`config.mk`:
```
export PLATFORM = sky130hd
export DESIGN_NAME = timer_dev
export DESIGN_NICKNAME = d
export VERILOG_FILES = /design/src/rtl/timer_pkg.sv /design/src/rtl/timer_prescaler.sv /design/src/rtl/timer_dev.sv
export SDC_FILE = /design/constraint.sdc
export NUM_CORES = 1
export LEC_CHECK = 0
export ABC_AREA = 1
export ABC_CLOCK_PERIOD_IN_PS = 1680
export BUFFER_PORTS_ARGS = -buffer_cell sky130_fd_sc_hd__buf_2
export CAP_MARGIN = 20
export CORE_MARGIN = 10
export CORE_UTILIZATION = 52
export CTS_CLUSTER_SIZE = 30
export DETAILED_ROUTE_END_ITERATION = 7
export GPL_TIMING_DRIVEN = 0
export PLACE_DENSITY = 0.77
export SYNTH_ARGS = -nofsm -noshare
export SYNTH_HDL_FRONTEND = slang
export SYNTH_SLANG_ARGS = --single-unit
```
`constraint.sdc`:
```
create_clock -name clk -period 1.68 [get_ports clk]
set_clock_uncertainty 0.15 [all_clocks]
set_input_delay 0.336 -clock clk [delete_from_list [all_inputs] [get_ports clk]]
set_output_delay 0.336 -clock clk [all_outputs]
set_load 0.05 [all_outputs]
```
`src/rtl/timer_pkg.sv`:
```
// Shared definitions for the memory-mapped count-down timer.
// State encoding, register offsets and CTRL bit positions.
package timer_pkg;

    typedef enum logic [1:0] {
        S_IDLE = 2'd0,
        S_LOAD = 2'd1,
        S_CNT  = 2'd2,
        S_INT  = 2'd3
    } state_e;

    localparam logic [1:0] A_CTRL   = 2'd0;
    localparam logic [1:0] A_PRESET = 2'd1;
    localparam logic [1:0] A_COUNT  = 2'd2;
    localparam logic [1:0] A_RSVD   = 2'd3;

    localparam int B_EN   = 0;
    localparam int B_MODE = 1;
    localparam int B_IM   = 3;
    localparam int B_PEND = 4;
    localparam int PS_LSB = 8;
    localparam int PS_MSB = 15;

endpackage

```
`src/rtl/timer_prescaler.sv`:
```
// Divides the clock into a one-cycle tick every ps+1 cycles.
// Used by timer_dev only when TIMER_PRESCALE_EN is defined.
module timer_prescaler (
    input  logic       clk,
    input  logic       rst,
    input  logic       clr,
    input  logic [7:0] ps,
    output logic       tick
);

    logic [7:0] cnt_q, cnt_d;

    // >= keeps the divider from running the long way round if ps shrinks
    assign tick = (cnt_q >= ps);

    always_comb begin
        cnt_d = cnt_q + 8'd1;
        if (clr || tick) begin
            cnt_d = '0;
        end
    end

    always_ff @(posedge clk) begin
        if (!rst) begin
            cnt_q <= '0;
        end else begin
            cnt_q <= cnt_d;
        end
    end

endmodule

```
`src/rtl/timer_dev.sv`:
```
// Memory-mapped count-down timer with one-shot/auto-reload modes and irq.
// Optional clock prescaler in CTRL[15:8] enabled by TIMER_PRESCALE_EN.
module timer_dev
    import timer_pkg::*;
#(
    parameter int                 CNT_W      = 32,
    parameter logic [CNT_W-1:0]   PRESET_RST = '0
) (
    input  logic        clk,
    input  logic        rst,
    input  logic        sel,
    input  logic        we,
    input  logic [1:0]  addr,
    input  logic [31:0] din,
    output logic [31:0] dout,
    output logic        irq
);

    state_e st_q, st_d;
    logic en_q, en_d, mode_q, mode_d, im_q, im_d;
    logic pend_q, pend_d, irq_q, irq_d;
    logic [CNT_W-1:0] preset_q, preset_d, cnt_q, cnt_d;
    logic [7:0] ps_v;
    logic tick, set_pend, wr_ctrl, wr_pre;

    assign wr_ctrl = sel && we && (addr == A_CTRL);
    assign wr_pre  = sel && we && (addr == A_PRESET);

`ifdef TIMER_PRESCALE_EN
    logic [7:0] ps_q;
    logic ps_clr;

    assign ps_v   = ps_q;
    assign ps_clr = (st_q == S_LOAD) || !en_q;

    always_ff @(posedge clk) begin
        if (!rst) begin
            ps_q <= '0;
        end else if (wr_ctrl) begin
            ps_q <= din[PS_MSB:PS_LSB];
        end
    end

    timer_prescaler u_ps (
        .clk  (clk),
        .rst  (rst),
        .clr  (ps_clr),
        .ps   (ps_q),
        .tick (tick)
    );
`else
    assign ps_v = '0;
    assign tick = 1'b1;
`endif

    always_comb begin
        st_d     = st_q;
        en_d     = en_q;
        mode_d   = mode_q;
        im_d     = im_q;
        pend_d   = pend_q;
        cnt_d    = cnt_q;
        preset_d = preset_q;
        set_pend = 1'b0;
        unique case (st_q)
            S_IDLE: begin
                if (en_q) st_d = S_LOAD;
            end
            S_LOAD: begin
                cnt_d = preset_q;
                st_d  = S_CNT;
            end
            S_CNT: begin
                if (!en_q) begin
                    st_d = S_IDLE;
                end else if (tick) begin
                    // test before decrement so COUNT never wraps
                    if (cnt_q > CNT_W'(1)) begin
                        cnt_d = cnt_q - CNT_W'(1);
                    end else begin
                        cnt_d = '0;
                        st_d  = S_INT;
                    end
                end
            end
            S_INT: begin
                set_pend = 1'b1;
                if (mode_q) begin
                    st_d = S_LOAD;
                end else begin
                    en_d = 1'b0;
                    st_d = S_IDLE;
                end
            end
        endcase
        if (wr_ctrl) begin
            en_d   = din[B_EN];
            mode_d = din[B_MODE];
            im_d   = din[B_IM];
            pend_d = 1'b0;
        end
        if (set_pend) pend_d = 1'b1;
        if (wr_pre) preset_d = din[CNT_W-1:0];
        irq_d = pend_d && im_d;
    end

    always_ff @(posedge clk) begin
        if (!rst) begin
            st_q     <= S_IDLE;
            en_q     <= 1'b0;
            mode_q   <= 1'b0;
            im_q     <= 1'b0;
            pend_q   <= 1'b0;
            irq_q    <= 1'b0;
            cnt_q    <= '0;
            preset_q <= PRESET_RST;
        end else begin
            st_q     <= st_d;
            en_q     <= en_d;
            mode_q   <= mode_d;
            im_q     <= im_d;
            pend_q   <= pend_d;
            irq_q    <= irq_d;
            cnt_q    <= cnt_d;
            preset_q <= preset_d;
        end
    end

    always_comb begin
        dout = '0;
        unique case (addr)
            A_CTRL: begin
                dout[B_EN]          = en_q;
                dout[B_MODE]        = mode_q;
                dout[B_IM]          = im_q;
                dout[B_PEND]        = pend_q;
                dout[PS_MSB:PS_LSB] = ps_v;
            end
            A_PRESET: dout[CNT_W-1:0] = preset_q;
            A_COUNT:  dout[CNT_W-1:0] = cnt_q;
            A_RSVD:   dout = '0;
        endcase
    end

    assign irq = irq_q;

endmodule

```
* Word level (Yosys, flattened, before mapping)
Index checks and enable logic that the tools add are counted.
** Storage, ports and cells
- Register bits after elaboration :: 71
- Input bits :: 38
- Output and inout bits :: 33
** Operators by class
- $add $sub $neg :: 1
- Magnitude comparators :: 1
- Equality and inequality tests :: 10
- Muxes and demuxes :: 21
- Reductions and logical operators :: 12
** Operators with widths (number)
- two-way mux 32 bit :: 2
- one-hot mux 32 bit (2 select lines) :: 1
- > comparator 32 x 1 -> 1 bit (second input constant) :: 1
- one-hot mux 16 bit (2 select lines) :: 1
- subtractor 32 x 1 -> 32 bit (second input constant) :: 1
- one-hot mux 2 bit (4 select lines) :: 3
- one-hot mux 8 bit (3 select lines) :: 1
- equality test 2 bit (second input constant) :: 4
- two-way mux 1 bit :: 8
- two-way mux 2 bit :: 3
- one-hot mux 3 bit (2 select lines) :: 1
- AND reduction 2 bit :: 3
- equality test 2 x 1 -> 1 bit (second input constant) :: 2
- logical AND 1 bit :: 4
- zero test 2 bit :: 2
- inequality test 2 bit (second input constant) :: 2
- nonzero test 2 bit :: 2
- inequality test 3 bit (second input constant) :: 1
- inequality test 2 x 1 -> 1 bit (second input constant) :: 1
- one-hot mux 1 bit (2 select lines) :: 1
- OR reduction 2 bit :: 1

* Depth between registers and ports, before layout
- Depth after elaboration :: 5
- Depth in mapped cells :: 12
- Gate-level depth less buffers :: 12

* Least setup slack after synthesis
No wires, ideal clock.
- Kind :: input to output
- Start :: in addr[1]
- End :: out dout[10]
- Data arrival time :: 1.907 ns
- Data required time :: 1.194 ns
- Slack :: -0.713 ns
- Stages on the path :: 5
- Path buffers :: 1
- Cell sequence :: inv_1 ha_1 inv_1 clkbuf_1 o21ai_0
** On the way
- Word-level cells in the longest chain between the ends :: 3
- Elaborated cells on any way between the ends :: 6
- Those cells by class :: eq/ne: 3; mux: 1; reduce/logical: 2
** Ends and longest elaborated chain
- start, declared :: RTL line timer_dev.sv:13 : input logic [1:0] addr,
- equality test 2 bit or zero test 2 bit (tied branches) :: RTL line timer_dev.sv:131 : unique case (addr)
- OR reduction 2 bit (no line)
- one-hot mux 8 bit (3 select lines) * :: RTL line timer_dev.sv:131
- end, declared :: RTL line timer_dev.sv:15 : output logic [31:0] dout,
Every way passes the cells marked *; elsewhere a longest branch is shown, timed or not.

* Worst setup path in the final report
- Start :: reg cnt_q[0]
- End :: out dout[0]
** On the way
- Word-level cells in the longest chain between the ends :: 1
** Ends and longest elaborated chain
- start, declared :: RTL line timer_dev.sv:22 : logic [CNT_W-1:0] preset_q, preset_d, cnt_q, cnt_d;
- start signal, assigned :: RTL line timer_dev.sv:124 : cnt_q <= cnt_d;
- one-hot mux 2 bit (4 select lines) :: RTL line timer_dev.sv:131
Every way passes these cells.

==> impl.org <==
** STA
- Derived from the worst setup path, the maximum achievable clock frequency is 0.521 GHz.
- Worst-case headroom to the max-slew limit :: 55.5%
- Final period util :: 114%
- Setup slack on the critical path of the routed design comes to -0.240 ns.
- Setup repair after global routing could not meet its margin everywhere.
- Subtracting the final worst setup slack from the clock period gives about 1.9 ns.
- Max Transition Viols Final :: 0
- Setup violations remaining at the end of the flow were counted as 64.
- Sum Neg Setup Slack :: -9.85 ns
- Final-report hold violation count :: 0
- At the pin with the least slew margin, the transition time is 0.668 ns.
- Final hold analysis gives a worst-case slack of a little under 0.09 ns.

** Clock network
- Clock tree synthesis inserted a total of 9 buffers.
- Buffer depth of the longest clock path :: 2
- TritonCTS built the clock tree.
- Depth of the CTS H-tree :: 3
- The cell sitting at the root of the clock tree is a sky130_fd_sc_hd__clkbuf_8.
- Total clock sinks :: between 70 and 80
- The number of hold buffers added after CTS was 0.
- Clock latency at the later pin of the worst-skew pair :: between 0.3 and 0.4 ns
- After clock tree synthesis, the clock-pin slew on the worst setup and hold paths is about 0.080 ns.

** Global routing
- Entering global routing, the biggest net connects 13 pins.
- Grt total ovfl :: 0
- The number of antenna violations at the first check in global routing came to 0.
- The first global-routing pass estimated around 28,000 µm of wire.
- All-layer global routing usage :: between 20 and 30%
- Number of global-route vias before repair :: approximately 5,500

** Worst setup path
- In this run the critical register-to-register path is launched from cnt_q[29]$_SDFFE_PN0P_.
- Data required time at the worst endpoint :: between 1 and 1.5 ns
- Worst-path maximum fanout :: 3
- In this run the critical register-to-register path is captured at cnt_q[23]$_SDFFE_PN0P_.
- Data arrival time of the worst path :: 1.43 ns
- Element type at the critical path start :: flop
- Reg-to-reg setup timing slack :: -0.24 ns
- Element type at the critical path end :: primary output
- The critical path in this run is classified as reg -> out.
- Reg2reg path depth :: 12

** Floorplanning
- The floorplan step set the die height to roughly 110 µm.
- Area of the die :: 12,700 µm²
- After floorplanning, the core was divided into 33 placement rows.
- Placeable core region :: approximately 8300 µm²
- Initial cell density of the core :: 54.0%
- From left edge to right edge, the die measures approximately 110 µm.
- Num ports :: just over 70

** Placement
- Placed cell area :: around 5400 µm²
- Before CTS, the worst setup slack after placement is -0.548 ns.
- Buffers placed on the I/O ports in this run total slightly below 70.
- Detailed placement ended at an HPWL of between 10,000 and 15,000 µm.
- Routability congestion estimate :: 0.953

** Layout
- Post-synthesis to final-layout area growth :: 60.3%
- Net count, final :: between 800 and 900
- Area of all placed cells without fillers :: about 7000 µm²
- Antenna Cells :: 0
- Share of final-layout standard cells stronger than drive strength 1 :: between 40 and 50%

** Logic synthesis
- For this run, the register share of the synthesized area comes to a little under a third.
- Counting every instance in the synthesized netlist gives 704.
- The synthesized netlist devotes between 1.5 and 2% of its cell area to adder and majority cells.
- Summing every instance area after synthesis gives between 4000 and 5000 µm².
- During synthesis, Yosys emitted a total of 0 warnings.
- By area, the combinational part of the netlist is dominated by simple AND/OR/NAND/NOR gates.
- Area fraction in compound gates after synthesis :: between 20% and 30%
- Summing the areas of all and, or, nand and nor instances in the mapped netlist gives between 30 and 40% of the synthesized area.
- Dividing the synthesized area by the synthesized cell count gives 6.33 µm².
- Synthesis inferred 71 register bits.
- Share of synthesized area spent on multiplexers :: 0%
- The number of nets in the synthesized netlist is about 750.
- The netlist uses 32 different library cells.
- Of the total synthesized cell area, the portion taken by XOR and XNOR cells is 2.75%.

** Routing
- Wirelength, routed :: roughly 19,000 µm
- The detailed router finished its first iteration with 541 violations.
- After detailed routing, the number of vias per cell comes to approximately 5.9.
- Vias after detailed routing :: about 5,500
- Number of nets with antenna violations after routing :: 0
- Remaining DRCs :: 0
- In the final routed layout, each cell accounts on average for between 15 and 20 µm.
- Pre-antenna DRT Iters :: 5

** Run status
- The run finished, with violations left.
- The final reports fail on negative setup slack.

** Power and ir drop
- Sum of internal, switching and leakage power :: roughly 5.0 mW
- Pwr Density :: ~700 nW/µm²
- For this design the static power due to leakage is around 3.0 nW.
- IR analysis of the VDD net gives a maximum drop of about 0.52 mV.

** Worst hold path
- The worst hold path begins at din[29].
- The min-delay analysis places its worst path in the category in -> reg.
- WHS Path Cells :: 3
- For hold timing, the worst endpoint is preset_q[29]$_SDFFE_PN0P_.

** Run
- Number of violations of the max-capacitance limit :: 0
-- synthesized netlist by cell type --
library cell               count  share of area (%)
sky130_fd_sc_hd__a21oi_1      87                9.8
sky130_fd_sc_hd__a21oi_2       2               0.39
sky130_fd_sc_hd__a31oi_1       2               0.28
sky130_fd_sc_hd__buf_2         5               0.56
sky130_fd_sc_hd__buf_4         1               0.17
sky130_fd_sc_hd__buf_6         1               0.25
sky130_fd_sc_hd__buf_8         1               0.34
sky130_fd_sc_hd__clkbuf_1     24                2.0
sky130_fd_sc_hd__clkinv_1      1              0.084
sky130_fd_sc_hd__dfxtp_1      71                 32
sky130_fd_sc_hd__ha_1          6                1.7
sky130_fd_sc_hd__inv_1        78                6.6
sky130_fd_sc_hd__inv_2         1              0.084
sky130_fd_sc_hd__nand2_1     215                 18
sky130_fd_sc_hd__nand2_2       6               0.84
sky130_fd_sc_hd__nand2_4       2               0.51
sky130_fd_sc_hd__nand3_1      22                2.5
sky130_fd_sc_hd__nand3_2       7                1.6
sky130_fd_sc_hd__nand4_1       5               0.70
sky130_fd_sc_hd__nor2_1       57                4.8
sky130_fd_sc_hd__nor2_2        5               0.70
sky130_fd_sc_hd__nor2_4        7                1.8
sky130_fd_sc_hd__nor2_8        1               0.45
sky130_fd_sc_hd__nor3_1        1               0.11
sky130_fd_sc_hd__o21ai_0      60                6.7
sky130_fd_sc_hd__o21ai_1       4               0.45
sky130_fd_sc_hd__o21ai_2       2               0.39
sky130_fd_sc_hd__o21bai_1      5               0.84
sky130_fd_sc_hd__o22ai_1       3               0.42
sky130_fd_sc_hd__o22ai_2       8                2.2
sky130_fd_sc_hd__xnor2_1       3               0.59
sky130_fd_sc_hd__xor2_1       11                2.2
-- how the worst max path moves through the flow --
stage                                start                       end  cells past startpoint
floorplan                          addr[0]                  dout[28]                      5
finish               cnt_q[0]$_SDFFE_PN0P_                   dout[0]                      6
CTS                                addr[0]                   dout[1]                      9
detailed placement                 addr[1]  preset_q[3]$_SDFFE_PN0P_                      7
global placement                   addr[1]  preset_q[4]$_SDFFE_PN0P_                      7
global route        cnt_q[29]$_SDFFE_PN0P_    cnt_q[25]$_SDFFE_PN0P_                     12
-- kinds of logic after synthesis --
logic type | count (synthesis)
and+or+nand+nor | 328
AOI/OAI and AO/OA | 173
buffers and inverters | 112
DFF | 71
xor gates and xnor gates | 14
adders and majority gates | 6
-- layout by cell type (no fill, tap or decap), types with 11 or more instances in the layout --
cell type and instances:
sky130_fd_sc_hd__nand2_2 43, sky130_fd_sc_hd__xor2_1 11, sky130_fd_sc_hd__dfxtp_1 45, sky130_fd_sc_hd__inv_1 67
sky130_fd_sc_hd__nand2_1 163, sky130_fd_sc_hd__dfxtp_2 21, sky130_fd_sc_hd__o21ai_4 11, sky130_fd_sc_hd__buf_2 39
sky130_fd_sc_hd__clkbuf_1 12, sky130_fd_sc_hd__a21oi_4 21, sky130_fd_sc_hd__buf_6 34, sky130_fd_sc_hd__nor2_1 41
sky130_fd_sc_hd__nor2_2 14, sky130_fd_sc_hd__o21ai_0 39, sky130_fd_sc_hd__nor2_4 14, sky130_fd_sc_hd__buf_4 21
sky130_fd_sc_hd__clkbuf_8 13, sky130_fd_sc_hd__nand2_4 16, sky130_fd_sc_hd__a21oi_2 12, sky130_fd_sc_hd__a21oi_1 56
sky130_fd_sc_hd__nand3_2 15
-- report_power, final --
group | switching, mW | total, mW | internal (mW) | leakage [nW]
combinational | 0.885 | 1.43 | 0.545 | 2.30
clock | 0.722 | 1.79 | 1.07 | 0.130
sequential | 0.0550 | 1.78 | 1.72 | 0.589
total | 1.66 | 5.00 | 3.33 | 3.02
-- per-stage QoR --
stage / std cells / utilization, %
after global routing: 934 / 86.5
after floorplan: 704 / -
after CTS: 927 / 82.4
final: 934 / 86.5
after detailed placement: 878 / 65.4
after global placement: 878 / 65.4
-- routing by layer --
layer | up-vias | wire length [µm] | track usage (%)
met5 | - | 0 | 0
met4 | 0 | 1100 | 12.9
met3 | 95 | 1880 | 6.28
met2 | 352 | 8620 | 45.3
met1 | 2525 | 6960 | 31.5
li1 | 2506 | - | -
-- worst max-delay path, cell delays in order, from the launching register on --
cell	delay, ns
sky130_fd_sc_hd__dfxtp_4	0.40
sky130_fd_sc_hd__inv_4	0.05
sky130_fd_sc_hd__buf_4	0.13
sky130_fd_sc_hd__o22ai_4	0.14
sky130_fd_sc_hd__nand2_2	0.10
sky130_fd_sc_hd__o21ai_4	0.07
sky130_fd_sc_hd__buf_6	0.17
-- state kept, by name (all words and copies together) (netlist names) --
name and count:
cnt_q 32, preset_q 32, st_q 2, en_q 1, im_q 1, irq 1, mode_q 1, pend_q 1
-- cell type report --
class                           instances  area, µm²
Clock inverter                          5        104
Buffer                                 31        295
Multi-Input combinational cell        521       3530
Inverter                               80        347
Timing Repair Buffer                  110       1120
Tap cell                              105        131
Fill cell                             455       1110
Sequential cell                        71       1470
Clock buffer                           11        151
-- timing repair --
action | CTS | global route
setup buffers | 25 | 6
setup endpoints to repair | 93 | 81
resized for setup | 241 | 77
pin swaps | 44 | 27
cloned | 8 | 2
Note: power is estimated with default switching activity, not from simulation.
